**src/rtl/axi_stream_strip_header.sv**
```systemverilog
// Strips an L-byte header (L = byte_strip_cnt+1) from the first beat of each AXI-Stream
// packet, emits it on a side channel and realigns the remaining payload bytes to the MSB.
module axi_stream_strip_header #(
    parameter int  DATA_WIDTH      = 32,
    localparam int DATA_BYTE_WIDTH = DATA_WIDTH / 8,
    localparam int BYTE_CNT_WIDTH  = $clog2(DATA_BYTE_WIDTH)
) (
    input  logic                       clk,
    input  logic                       rst_n,
    input  logic                       valid_in,
    input  logic [DATA_WIDTH-1:0]      data_in,
    input  logic [DATA_BYTE_WIDTH-1:0] keep_in,
    input  logic                       last_in,
    output logic                       ready_in,
    input  logic [BYTE_CNT_WIDTH-1:0]  byte_strip_cnt,
    output logic                       valid_out,
    output logic [DATA_WIDTH-1:0]      data_out,
    output logic [DATA_BYTE_WIDTH-1:0] keep_out,
    output logic                       last_out,
    input  logic                       ready_out,
    output logic                       valid_header,
    output logic [DATA_WIDTH-1:0]      data_header,
    output logic [DATA_BYTE_WIDTH-1:0] keep_header,
    input  logic                       ready_header
);

    localparam int LEN_WIDTH = BYTE_CNT_WIDTH + 1;
    localparam int SUM_WIDTH = LEN_WIDTH + 1;

    typedef enum logic [1:0] {
        IDLE   = 2'd0,
        STREAM = 2'd1,
        FLUSH  = 2'd2
    } state_t;

    function automatic logic [LEN_WIDTH-1:0] count_bytes(input logic [DATA_BYTE_WIDTH-1:0] keep);
        logic [LEN_WIDTH-1:0] cnt;
        cnt = {LEN_WIDTH{1'b0}};
        for (int i = 0; i < DATA_BYTE_WIDTH; i++) begin
            cnt = cnt + LEN_WIDTH'(keep[i]);
        end
        return cnt;
    endfunction

    // n ones starting at the MSB (byte 0); saturates to all ones for n >= byte width
    function automatic logic [DATA_BYTE_WIDTH-1:0] msb_keep(input logic [SUM_WIDTH-1:0] n);
        return ~({DATA_BYTE_WIDTH{1'b1}} >> n);
    endfunction

    function automatic logic [DATA_WIDTH-1:0] keep_to_mask(input logic [DATA_BYTE_WIDTH-1:0] keep);
        logic [DATA_WIDTH-1:0] mask;
        for (int i = 0; i < DATA_BYTE_WIDTH; i++) begin
            mask[i*8 +: 8] = {8{keep[i]}};
        end
        return mask;
    endfunction

    state_t                     r_state;
    logic [LEN_WIDTH-1:0]       r_len;
    logic [DATA_WIDTH-1:0]      r_res;
    logic [DATA_BYTE_WIDTH-1:0] r_flush_keep;
    logic                       r_valid_out;
    logic [DATA_WIDTH-1:0]      r_data_out;
    logic [DATA_BYTE_WIDTH-1:0] r_keep_out;
    logic                       r_last_out;
    logic                       r_valid_header;
    logic [DATA_WIDTH-1:0]      r_data_header;
    logic [DATA_BYTE_WIDTH-1:0] r_keep_header;

    logic [LEN_WIDTH-1:0]       w_l_in;
    logic [LEN_WIDTH-1:0]       w_len;
    logic [LEN_WIDTH-1:0]       w_res_len;
    logic [LEN_WIDTH-1:0]       w_v;
    logic [SUM_WIDTH-1:0]       w_sum;
    logic [SUM_WIDTH-1:0]       w_tail;
    logic                       w_fits;
    logic                       w_out_free;
    logic                       w_accept;
    logic [DATA_WIDTH-1:0]      w_data_m;
    logic [DATA_WIDTH-1:0]      w_shl;
    logic [DATA_WIDTH-1:0]      w_cat;
    logic [DATA_WIDTH-1:0]      w_hdr_data;
    logic [DATA_BYTE_WIDTH-1:0] w_hdr_keep;

    // The header length is only taken from the input on the first beat, then frozen
    assign w_l_in     = {1'b0, byte_strip_cnt} + LEN_WIDTH'(1'b1);
    assign w_len      = (r_state == IDLE) ? w_l_in : r_len;
    assign w_res_len  = LEN_WIDTH'(DATA_BYTE_WIDTH) - w_len;
    assign w_v        = count_bytes(keep_in);
    assign w_sum      = {1'b0, w_res_len} + {1'b0, w_v};
    assign w_tail     = {1'b0, w_v - w_len};
    assign w_fits     = (w_sum <= SUM_WIDTH'(DATA_BYTE_WIDTH));
    assign w_out_free = !r_valid_out || ready_out;
    assign w_accept   = valid_in && ready_in;

    // Invalid input bytes are zeroed up front so shifted results carry zero padding
    assign w_data_m   = data_in & keep_to_mask(keep_in);
    assign w_shl      = w_data_m << {w_len, 3'b000};
    assign w_cat      = r_res | (w_data_m >> {w_res_len, 3'b000});
    assign w_hdr_data = data_in & ~({DATA_WIDTH{1'b1}} >> {w_l_in, 3'b000});
    assign w_hdr_keep = msb_keep({1'b0, w_l_in}) & keep_in;

    // Input acceptance depends on which output slot the next beat would fill
    always_comb begin
        ready_in = 1'b0;
        case (r_state)
            IDLE:    ready_in = rst_n && (!r_valid_header || ready_header) && w_out_free;
            STREAM:  ready_in = rst_n && w_out_free;
            default: ready_in = 1'b0;
        endcase
    end

    // Packet FSM with registered payload and header output stages
    always_ff @(posedge clk) begin
        if (!rst_n) begin
            r_state        <= IDLE;
            r_len          <= {LEN_WIDTH{1'b0}};
            r_res          <= {DATA_WIDTH{1'b0}};
            r_flush_keep   <= {DATA_BYTE_WIDTH{1'b0}};
            r_valid_out    <= 1'b0;
            r_data_out     <= {DATA_WIDTH{1'b0}};
            r_keep_out     <= {DATA_BYTE_WIDTH{1'b0}};
            r_last_out     <= 1'b0;
            r_valid_header <= 1'b0;
            r_data_header  <= {DATA_WIDTH{1'b0}};
            r_keep_header  <= {DATA_BYTE_WIDTH{1'b0}};
        end else begin
            if (r_valid_header && ready_header) begin
                r_valid_header <= 1'b0;
            end
            if (r_valid_out && ready_out) begin
                r_valid_out <= 1'b0;
            end
            case (r_state)
                IDLE: begin
                    if (w_accept) begin
                        r_len          <= w_l_in;
                        r_res          <= w_shl;
                        r_valid_header <= 1'b1;
                        r_data_header  <= w_hdr_data;
                        r_keep_header  <= w_hdr_keep;
                        if (!last_in) begin
                            r_state <= STREAM;
                        end else if (w_v > w_l_in) begin
                            r_valid_out <= 1'b1;
                            r_data_out  <= w_shl;
                            r_keep_out  <= msb_keep(w_tail);
                            r_last_out  <= 1'b1;
                        end
                    end
                end
                STREAM: begin
                    if (w_accept) begin
                        r_valid_out <= 1'b1;
                        r_data_out  <= w_cat;
                        r_res       <= w_shl;
                        if (!last_in) begin
                            r_keep_out <= {DATA_BYTE_WIDTH{1'b1}};
                            r_last_out <= 1'b0;
                        end else if (w_fits) begin
                            r_keep_out <= msb_keep(w_sum);
                            r_last_out <= 1'b1;
                            r_state    <= IDLE;
                        end else begin
                            r_keep_out   <= {DATA_BYTE_WIDTH{1'b1}};
                            r_last_out   <= 1'b0;
                            r_flush_keep <= msb_keep(w_tail);
                            r_state      <= FLUSH;
                        end
                    end
                end
                FLUSH: begin
                    if (w_out_free) begin
                        r_valid_out <= 1'b1;
                        r_data_out  <= r_res;
                        r_keep_out  <= r_flush_keep;
                        r_last_out  <= 1'b1;
                        r_state     <= IDLE;
                    end
                end
                default: r_state <= IDLE;
            endcase
        end
    end

    assign valid_out    = r_valid_out;
    assign data_out     = r_data_out;
    assign keep_out     = r_keep_out;
    assign last_out     = r_last_out;
    assign valid_header = r_valid_header;
    assign data_header  = r_data_header;
    assign keep_header  = r_keep_header;

endmodule

```
**config.mk**
```make
export PLATFORM = sky130hd
export DESIGN_NAME = axi_stream_strip_header
export DESIGN_NICKNAME = d
export VERILOG_FILES = /design/src/rtl/axi_stream_strip_header.sv
export SDC_FILE = /design/constraint.sdc
export NUM_CORES = 1
export LEC_CHECK = 0
export ABC_AREA = 1
export CAP_MARGIN = 20
export CORE_MARGIN = 4
export CORE_UTILIZATION = 35
export DETAILED_ROUTE_END_ITERATION = 7
export PLACE_DENSITY = 0.67
export SYNTH_ARGS = -nofsm -noshare
export SYNTH_HDL_FRONTEND = slang
export SYNTH_SLANG_ARGS = --single-unit
```
**constraint.sdc**
```tcl
create_clock -name clk -period 2.6 [get_ports clk]
set_input_delay 0.52 -clock clk [delete_from_list [all_inputs] [get_ports clk]]
set_output_delay 0.52 -clock clk [all_outputs]
set_load 0.03 [all_outputs]
```
Word-level counts from Yosys, hierarchy flattened
Index checks and enable logic that the tools add are counted.

Register bits after elaboration: 116. Output and inout bits: 76.

Add/sub/neg operators: 7. Magnitude comparators: 2. Equality and inequality tests: 9. Shift-type cells: 6. Multiplexer cells: 41. Bitwise gates (word level): 9. Reduce and logical (&&, ||, !) cells: 18.

Operator list (number): $mux W32 (5); $pmux W32 S3 (1); $and A32 B32 Y32 (2); $not A32 Y32 (1); $or A32 B32 Y32 (1); $shl A32 B6 Y32 (1); $shr A32 B6 Y32 (1); $shr A32 B6 Y32 const A (1); $mux W4 (7); $mux W1 (16); $mux W2 (6); $ne A2 B2 Y1 const B (6); $not A4 Y4 (3); $pmux W4 S3 (1); $shr A4 B3 Y4 const A (2); $logic_and A1 B1 Y1 (6); $pmux W1 S3 (2); $pmux W2 S3 (1); $reduce_and A6 Y1 (1); $reduce_and A5 Y1 (1); $add A3 B3 Y4 (1); $and A4 B4 Y4 (1); $le A4 B3 Y1 const B (1); $reduce_and A2 Y1 (2); 20 further kinds (22).

Depth between registers and ports, before layout
Gate-level depths: netlist of the first run.

Depth in word-level cells: 10. Gate-level depth with buffers: 23. Gate-level depth less buffers: 22.

Least setup slack after synthesis of the first run
Ideal clock, no wire load.

Path kind: input to register. Start: input port keep_in[0]. End: register r_data_out[0], in the netlist data_out[0]. Arrival time: 2661 ps. Data required time: 2478 ps. Path slack: -183 ps. Stages on the path: 14. Cell sequence: fa_1 ha_1 ha_1 inv_1 a21oi_1 o21ai_1 nand2_1 nand2_1 o21ai_1 nand3_4 inv_2 buf_4 buf_2 a21oi_1.

Word-level cells in the longest chain between the ends: 6. Elaborated cells between the ends (all ways): 15.

Ends and longest elaborated chain: from (decl) (RTL line 12) `input logic [DATA_BYTE_WIDTH-1:0] keep_in,`; $add A1 B1 Y2 / $and A32 B32 Y32 (equally long branches) (RTL line 40, 97); $add A2 B1 Y3 / $shl A32 B6 Y32 (equally long branches) (RTL line 40, 98); $add A3 B1 Y3 / $mux W32 (equally long branches) (RTL line 40, 144); $gt A3 B3 Y1 / $mux W32 (equally long branches) (RTL line 144, 142); $ne A2 B1 Y1 (no line) / $mux W32 (equally long branches); $reduce_and A6 Y1 (no line) / $pmux W32 S3 (equally long branches); to (signal assigned) (RTL line 146) `r_data_out <= w_shl;`; to (signal assigned) (RTL line 155) `r_data_out <= w_cat;`; to (signal assigned) (RTL line 175) `r_data_out <= r_res;`; to (decl) (RTL line 63) `logic [DATA_WIDTH-1:0] r_data_out;`.

Parallel ways exist; a longest one is shown, timed or not. The select of a mux whose other input is x is not followed. A chain may end at the register's enable or synchronous reset.

Worst setup path in the final report of the first run
Start: input port keep_in[3]. End: register r_data_out[22], in the netlist data_out[22].

Word-level cells in the longest chain between the ends: 6. Elaborated cells between the ends (all ways): 13.

Ends and longest elaborated chain: $and A32 B32 Y32 (RTL line 97) `assign w_data_m = data_in & keep_to_mask(keep_in);`; $shl A32 B6 Y32 (RTL line 98) `assign w_shl = w_data_m << {w_len, 3'b000};`; $mux W32 (RTL line 144) `end else if (w_v > w_l_in) begin`; $mux W32 (RTL line 142) `if (!last_in) begin`; $mux W32 (RTL line 136) `if (w_accept) begin`; $pmux W32 S3 (RTL line 134) `case (r_state)`.

Parallel ways exist; a longest one is shown, timed or not. The select of a mux whose other input is x is not followed.

==> impl_results.md, run 1 <==
- Die Wd: 144.9 um
- Sequential area share after synthesis: 35.43%
- Most frequent cell after synthesis: nand2_1
- Slew Limit Headroom: 54.63%
- Syn Std Cell Area: 0.006555 sq mm
- Max Fclk: 399.4 MHz
- TritonCTS clock tree: done
- Avg Cell Area, Syn: 6.408 sq um
- Synth Flop Type: dfxtp_1
- Drt via density: 5.150
- Largest net degree at the start of global routing: 70
- Wire length per cell: 16.03 um
- Core ar.: 0.01821 sq mm
- YS warnings: 0
- Power per standard cell area: 1128 mW/mm^2
- Initial Util: 36.00%
- Post-synth net total: 1,083
- Max Cap Viol: 0
- DRT iter0 DRCs: 635
- Largest cells by area after synthesis: dfxtp_1 (35%), nand2_1 (16%), a21oi_1 (9.4%)
- Global-route wire length before repair: 36.94 mm
- R2R setup slack: 180 ps
- IO Count: 120
- Tightest Hold Check Type: input pin to flop
- Clock Tree Buf Depth: 2
- Final setup fails: 0
- Number of global-route vias before repair: 7,082
- Remaining global-route overflow: 0
- Yosys reg bits: 116
- Status: finished clean
- Clock Skews: 9.700 ps
- # hold bufs at CTS: 0
- Detailed Routing Iterations Pass 1: 6
- Via count: 7,503
- Placed insts: 1,420
- Yosys top cell by area: dfxtp_1
- HPWL Detailed: 16.82 mm
- Clock-pin transition on the worst setup and hold timing paths: 50 ps
- FILL cells: 1,744
- Maximum fanout along the worst path: 6
- Layout Cells excl Fill: 1,457
- Die area: 0.02098 sq mm
- Setup crit end kind: flop
- Area Growth Syn to Fin: 47.43%
- Final Max Slew Viols: 0
- # diodes: 0
- Number of I/O port buffers: 119
- Clk_lat worst skew: 420 ps
- Period Utilization, post-route: 96.30%
- RSZ-0062 raised after global routing: yes
- Element type at the critical path start: input pin
- Power, Total: 10.90 mW
- Share of cells above drive strength 1: 17.02%
- Fin util: 53.08%
- Crit path arrival time: 2860 ps
- Setup TNS: 0 ps
- GRT Total Usage: 22.18%
- Min Tclk post-route: 2504 ps
- Hold Vio Cnt, Final: 0
- Leakage: 4.200 nW
- Layout net count: 1,275
- Post-synthesis cell count: 1,023
- Share of the synthesized area in the top cell type: 35.43%
- Clk sinks: 116
- Asr flop ratio synth: 0%
- Hold Slack: 452.3 ps
- H-tree depth: 4
- Measured slew at the worst slew-check pin: 680.5 ps
- Die height: 144.9 um
- Initial antenna violation count: 0
- Max VDD drop: 0.5975 mV
- Num rows: 49
- Remaining DRCs: 0
- RD Place Congestion: 0.9381
- Req. time, crit path: 2960 ps
- Post-synth EDFFs: 0
- Commonest cells post-synth: nand2_1 (274), a21oi_1 (123), o21ai_0 (121)
- Routed WL: 23.36 mm
- CP Class: input pin to flop
- Yosys cell types: 43
- Root Driver: clkbuf_16
- Post-DRT Antenna Nets: 0
- Total CTS buffers: 17
## report_power, final
group          switching [mW]  total [mW]  internal (mW)
registers               0.172        2.30           2.13
logic                    3.52        5.92           2.40
clock network           0.833        2.68           1.85
## worst max-delay path, stage by stage
cell and delay [ps]:
buf_2 120, fa_2 480, ha_4 200, ha_4 300, inv_4 50, a21oi_2 130
o21ai_1 70, nand2_1 80, nand2_2 70, o21ai_2 180, nand3_4 170, clkinv_8 130
buf_6 150, o21ai_0 90, nor2_1 120
## cell type report
class	count	area (sq um)	share of cell area, %
inverters	88	345.3	3.573
clock buffers	23	467.9	4.842
multi-input cells	754	3799	39.31
repair buffers	238	2245	23.23
well taps	229	286.5	2.965
flip-flops and latches	116	2322	24.03
clock inverters	9	198.9	2.059
## cells in the final DEF (no fill, tap or decap), types with 3 or more instances in the layout
master / synthesis / final
a211oi_1: 3 / 3
a21oi_1: 123 / 116
a21oi_2: 0 / 7
a31oi_1: 9 / 9
buf_12: 0 / 10
buf_4: 2 / 105
buf_6: 2 / 4
bufinv_16: 0 / 6
clkbuf_1: 45 / 4
clkbuf_16: 0 / 19
clkdlybuf4s50_1: 0 / 112
dfxtp_1: 116 / 116
ha_1: 15 / 7
ha_4: 0 / 6
inv_1: 82 / 78
inv_2: 5 / 7
nand2_1: 274 / 267
nand2_2: 9 / 13
nand2_4: 0 / 3
nand3_1: 44 / 43
nand4_1: 9 / 9
nor2_1: 104 / 104
o211ai_1: 4 / 4
o21ai_0: 121 / 115
o21ai_1: 3 / 7
o21ai_2: 1 / 3
o21bai_1: 3 / 3
o221ai_1: 6 / 6
o31ai_1: 3 / 3
## final timing paths
kind | start | endpoint | cells after the start
max | keep_in[3] | data_out[22]$_SDFFE_PN0P_ | 15
min | byte_strip_cnt[0] | r_len[0]$_SDFFE_PN0P_ | 3
max reg2reg | r_state[1]$_SDFFE_PN0P_ | r_res[30]$_SDFFE_PN0P_ | 11
min reg2reg | r_res[4]$_SDFFE_PN0P_ | r_res[4]$_SDFFE_PN0P_ | 2
## routing by layer
| metal | part of all wire (%) | vias to the layer above | track usage [%] |
|---|---|---|---|
| met1 | 45 | 3430 | 30.24 |
| met5 | 0 | - | 0 |
| met4 | 3.5 | 0 | 7.757 |
| met3 | 7.2 | 51 | 5.751 |
| met2 | 44 | 276 | 34.03 |
| li1 | - | 3746 | - |
## sequential cells by signal, summed over array words and instances (netlist names)
signal and cells:
r_flush_keep 4, keep_header 4, r_len 3, valid_out 1, last_out 1, data_out 32
keep_out 4, r_res 32, valid_header 1, r_state 2, data_header 32
## cell families after synthesis
kind of cell               synth area share (%)
AOI/OAI and AO/OA                         23.36
xor gates and xnor gates                 0.2673
adders and majority gates                 3.169
buffers and inverters                     9.315
DFF                                       35.43
muxes                                    0.1527
and+or+nand+nor                           28.31
## per-stage QoR
step                worst slack, ps  instance area (sq um)
floorplan                    -21.07                   6609
global placement             -634.9                   8756
detailed placement           -721.4                   8756
CTS                           19.60                   9452
global route                 -14.85                   9664
finish                        96.10                   9664
## repair_timing
item | 4_1_cts | 5_1_grt
cloned | 0 | 3
pin swaps | 8 | 14
resized for setup | 16 | 46
endpoints found under the setup margin | 43 | 42
setup buffers | 1 | 1
No activity file was read; power rests on OpenSTA's default activity.
==> run 2: changes to the inputs <==
CELL_PAD_IN_SITES_DETAIL_PLACEMENT = 0   (was default)
CELL_PAD_IN_SITES_GLOBAL_PLACEMENT = 1   (was default)
CORE_UTILIZATION = 33   (was 35)
PLACE_DENSITY = 0.84   (was 0.67)
==> run 2 against run 1 <==
Design area shrank 2.0%. Sequential cell count is the same. Total power shrank 4.2%. Critical path depth decreased by 1. First-iteration DRC count fell by 17%. Fmax increased by 1.3%. Via count decreased by 2.5%. Count of clock-buffer cells in the layout down 3. Register-to-register slack is essentially flat.
==> impl_results.md, run 2 (same netlist as run 1, synthesis figures left out) <==
- Status: finished clean
- Power, Total: 10.44 mW (-4.2%)
- Die height: 148.9 um (+2.8%)
- Number of I/O port buffers: 119 (unchanged)
- Max VDD drop: 0.5597 mV (-6.3%)
- Initial Util: 33.57% (-2.4 points)
- DRT iter0 DRCs: 529 (-17%)
- Crit path arrival time: 2820 ps (-40 ps)
- Leakage: 4.119 nW (-1.9%)
- Remaining DRCs: 0 (unchanged)
- Period Utilization, post-route: 95.07% (-1.2 points)
- R2R setup slack: 180 ps (about the same)
- Measured slew at the worst slew-check pin: 667.2 ps (-13.26 ps)
- Clk sinks: 116 (unchanged)
- Initial antenna violation count: 0 (unchanged)
- Req. time, crit path: 2950 ps (about the same)
- Crit. Startpoint: keep_in[1]
- Drt via density: 4.924 (-4.4%)
- Critical R2R Capture: keep_out[2]$_SDFFE_PN0P_
- Global-route wire length before repair: 37.84 mm (+2.4%)
- Clock Skews: 9.758 ps (+0.05818 ps)
- Final Max Slew Viols: 0 (unchanged)
- Max Cap Viol: 0 (unchanged)
- End of the critical path: keep_out[2]$_SDFFE_PN0P_
- Largest net degree at the start of global routing: 70 (unchanged)
- # diodes: 0 (unchanged)
- Post-DRT Antenna Nets: 0 (unchanged)
- Wire length per cell: 15.73 um (-1.9%)
- Commonest non-fill, non-tap cells in the layout: nand2_1 (269), a21oi_1 (120), o21ai_0 (120)
- Element type at the critical path start: input pin
- Setup crit end kind: flop
- Via count: 7,317 (-2.5%)
- Min Tclk post-route: 2472 ps (-32.08 ps)
- Maximum fanout along the worst path: 4 (-2)
- CP Class: input pin to flop
- Routed WL: 23.37 mm (about the same)
- TritonCTS clock tree: done
- Metal2 WL: 9.978 mm (-2.4%)
- Slew Limit Headroom: 55.52% (+0.88 points)
- Max Fclk: 404.6 MHz (+1.3%)
- Most common cell after layout, fill and taps aside: nand2_1
- Placed insts: 1,452 (+2.3%)
- Clk_lat worst skew: 430 ps (about the same)
- Clock-pin transition on the worst setup and hold timing paths: 60 ps (about the same)
- Final setup fails: 0 (unchanged)
- Hold Slack: 456.9 ps (+4.582 ps)
- Remaining global-route overflow: 0 (unchanged)
- Clock Tree Buf Depth: 2 (unchanged)
- Power per standard cell area: 1102 mW/mm^2 (-2.3%)
- Root Driver: clkbuf_16
- Met3 WL: 1.969 mm (+16%)
- Total CTS buffers: 17 (unchanged)
- Layout net count: 1,268 (-0.55%)
- HPWL Detailed: 17.20 mm (+2.3%)
- IO Count: 120 (unchanged)
- Tightest Hold Check Type: flop to flop
- GRT Total Usage: 21.40% (-0.79 points)
- R2R Path Start: r_state[0]$_SDFFE_PN0P_
- Layout Cells excl Fill: 1,486 (+2.0%)
- Number of global-route vias before repair: 7,151 (+0.97%)
- Reg2Reg Depth: 16 (+5)
- # hold bufs at CTS: 0 (unchanged)
- H-tree depth: 4 (unchanged)
- Area Growth Syn to Fin: 44.49%
- Core ar.: 0.01953 sq mm (+7.2%)
- Die area: 0.02218 sq mm (+5.7%)
- Num rows: 51 (+4.1%)
- Die Wd: 148.9 um (+2.8%)
- Detailed Routing Iterations Pass 1: 5 (-1)
- Top Layer Used: met4
- RD Place Congestion: 0.9242 (-1.5%)
- Hold Vio Cnt, Final: 0 (unchanged)
- Share of cells above drive strength 1: 15.97% (-1.0 points)
- WL met1: 10.88 mm (+2.4%)
run 2: worst min path at each step:
stage / from / end / slack (ps) / cells after the start
finish: r_res[23]$_SDFFE_PN0P_ / r_res[23]$_SDFFE_PN0P_ / 460 / 2
global route: byte_strip_cnt[0] / r_len[0]$_SDFFE_PN0P_ / 460 / 3
CTS: r_res[23]$_SDFFE_PN0P_ / r_res[23]$_SDFFE_PN0P_ / 450 / 2
detailed placement: r_res[23]$_SDFFE_PN0P_ / r_res[23]$_SDFFE_PN0P_ / 450 / 2
global placement: r_res[23]$_SDFFE_PN0P_ / r_res[23]$_SDFFE_PN0P_ / 440 / 2
floorplan: r_res[0]$_SDFFE_PN0P_ / r_res[0]$_SDFFE_PN0P_ / 430 / 2
run 2: power by group:
part           switching, mW  internal [mW]  total [mW]
registers              0.171           2.13        2.30
logic                   3.38           2.21        5.59
clock network          0.893           1.65        2.55
total                   4.44           5.99        10.4
run 2: worst max-delay path, cell delays in order:
cell and delay (ps):
clkbuf_2 110, fa_2 510, ha_4 190, ha_4 300, xor2_1 160, inv_1 60, ha_1 190, o21bai_4 170
or2_4 230, nand2_4 90, nor2_1 60, nand2_1 70, nand2_1 60, a21oi_1 100
run 2: through the flow:
| stage | setup TNS [ps] | worst slack, ps | util (%) | area (sq um) |
|---|---|---|---|---|
| finish | 0 | 128.2 | 48.51 | 9472 |
| global route | -12.59 | -9.154 | 48.51 | 9472 |
| CTS | 0 | 14.93 | 48.31 | 9434 |
| detailed placement | -28940 | -711.1 | 44.85 | 8758 |
| global placement | -26780 | -653.7 | 44.85 | 8758 |
| floorplan | -116.6 | -21.07 | - | 6609 |
run 2: area by class of cell:
cell class / count / area, sq um
fillers: 2064 / 10050
inverters: 88 / 332.8
clock inverters: 12 / 177.7
flip-flops and latches: 116 / 2322
well taps: 265 / 331.6
repair buffers: 231 / 2115
multi-input cells: 754 / 3736
clock buffers: 20 / 456.7
run 2: routing by layer:
metal | up-vias | global-route usage, %
met2 | 264 | 32.27
met5 | - | 0
met4 | 0 | 7.460
li1 | 3734 | -
met1 | 3287 | 29.37
met3 | 32 | 6.047
run 2: repair_timing:
action	4_1_cts	5_1_grt
buffers inserted	2	0
pin swaps	8	11
setup endpoints to repair	42	37
gates resized for setup	12	20
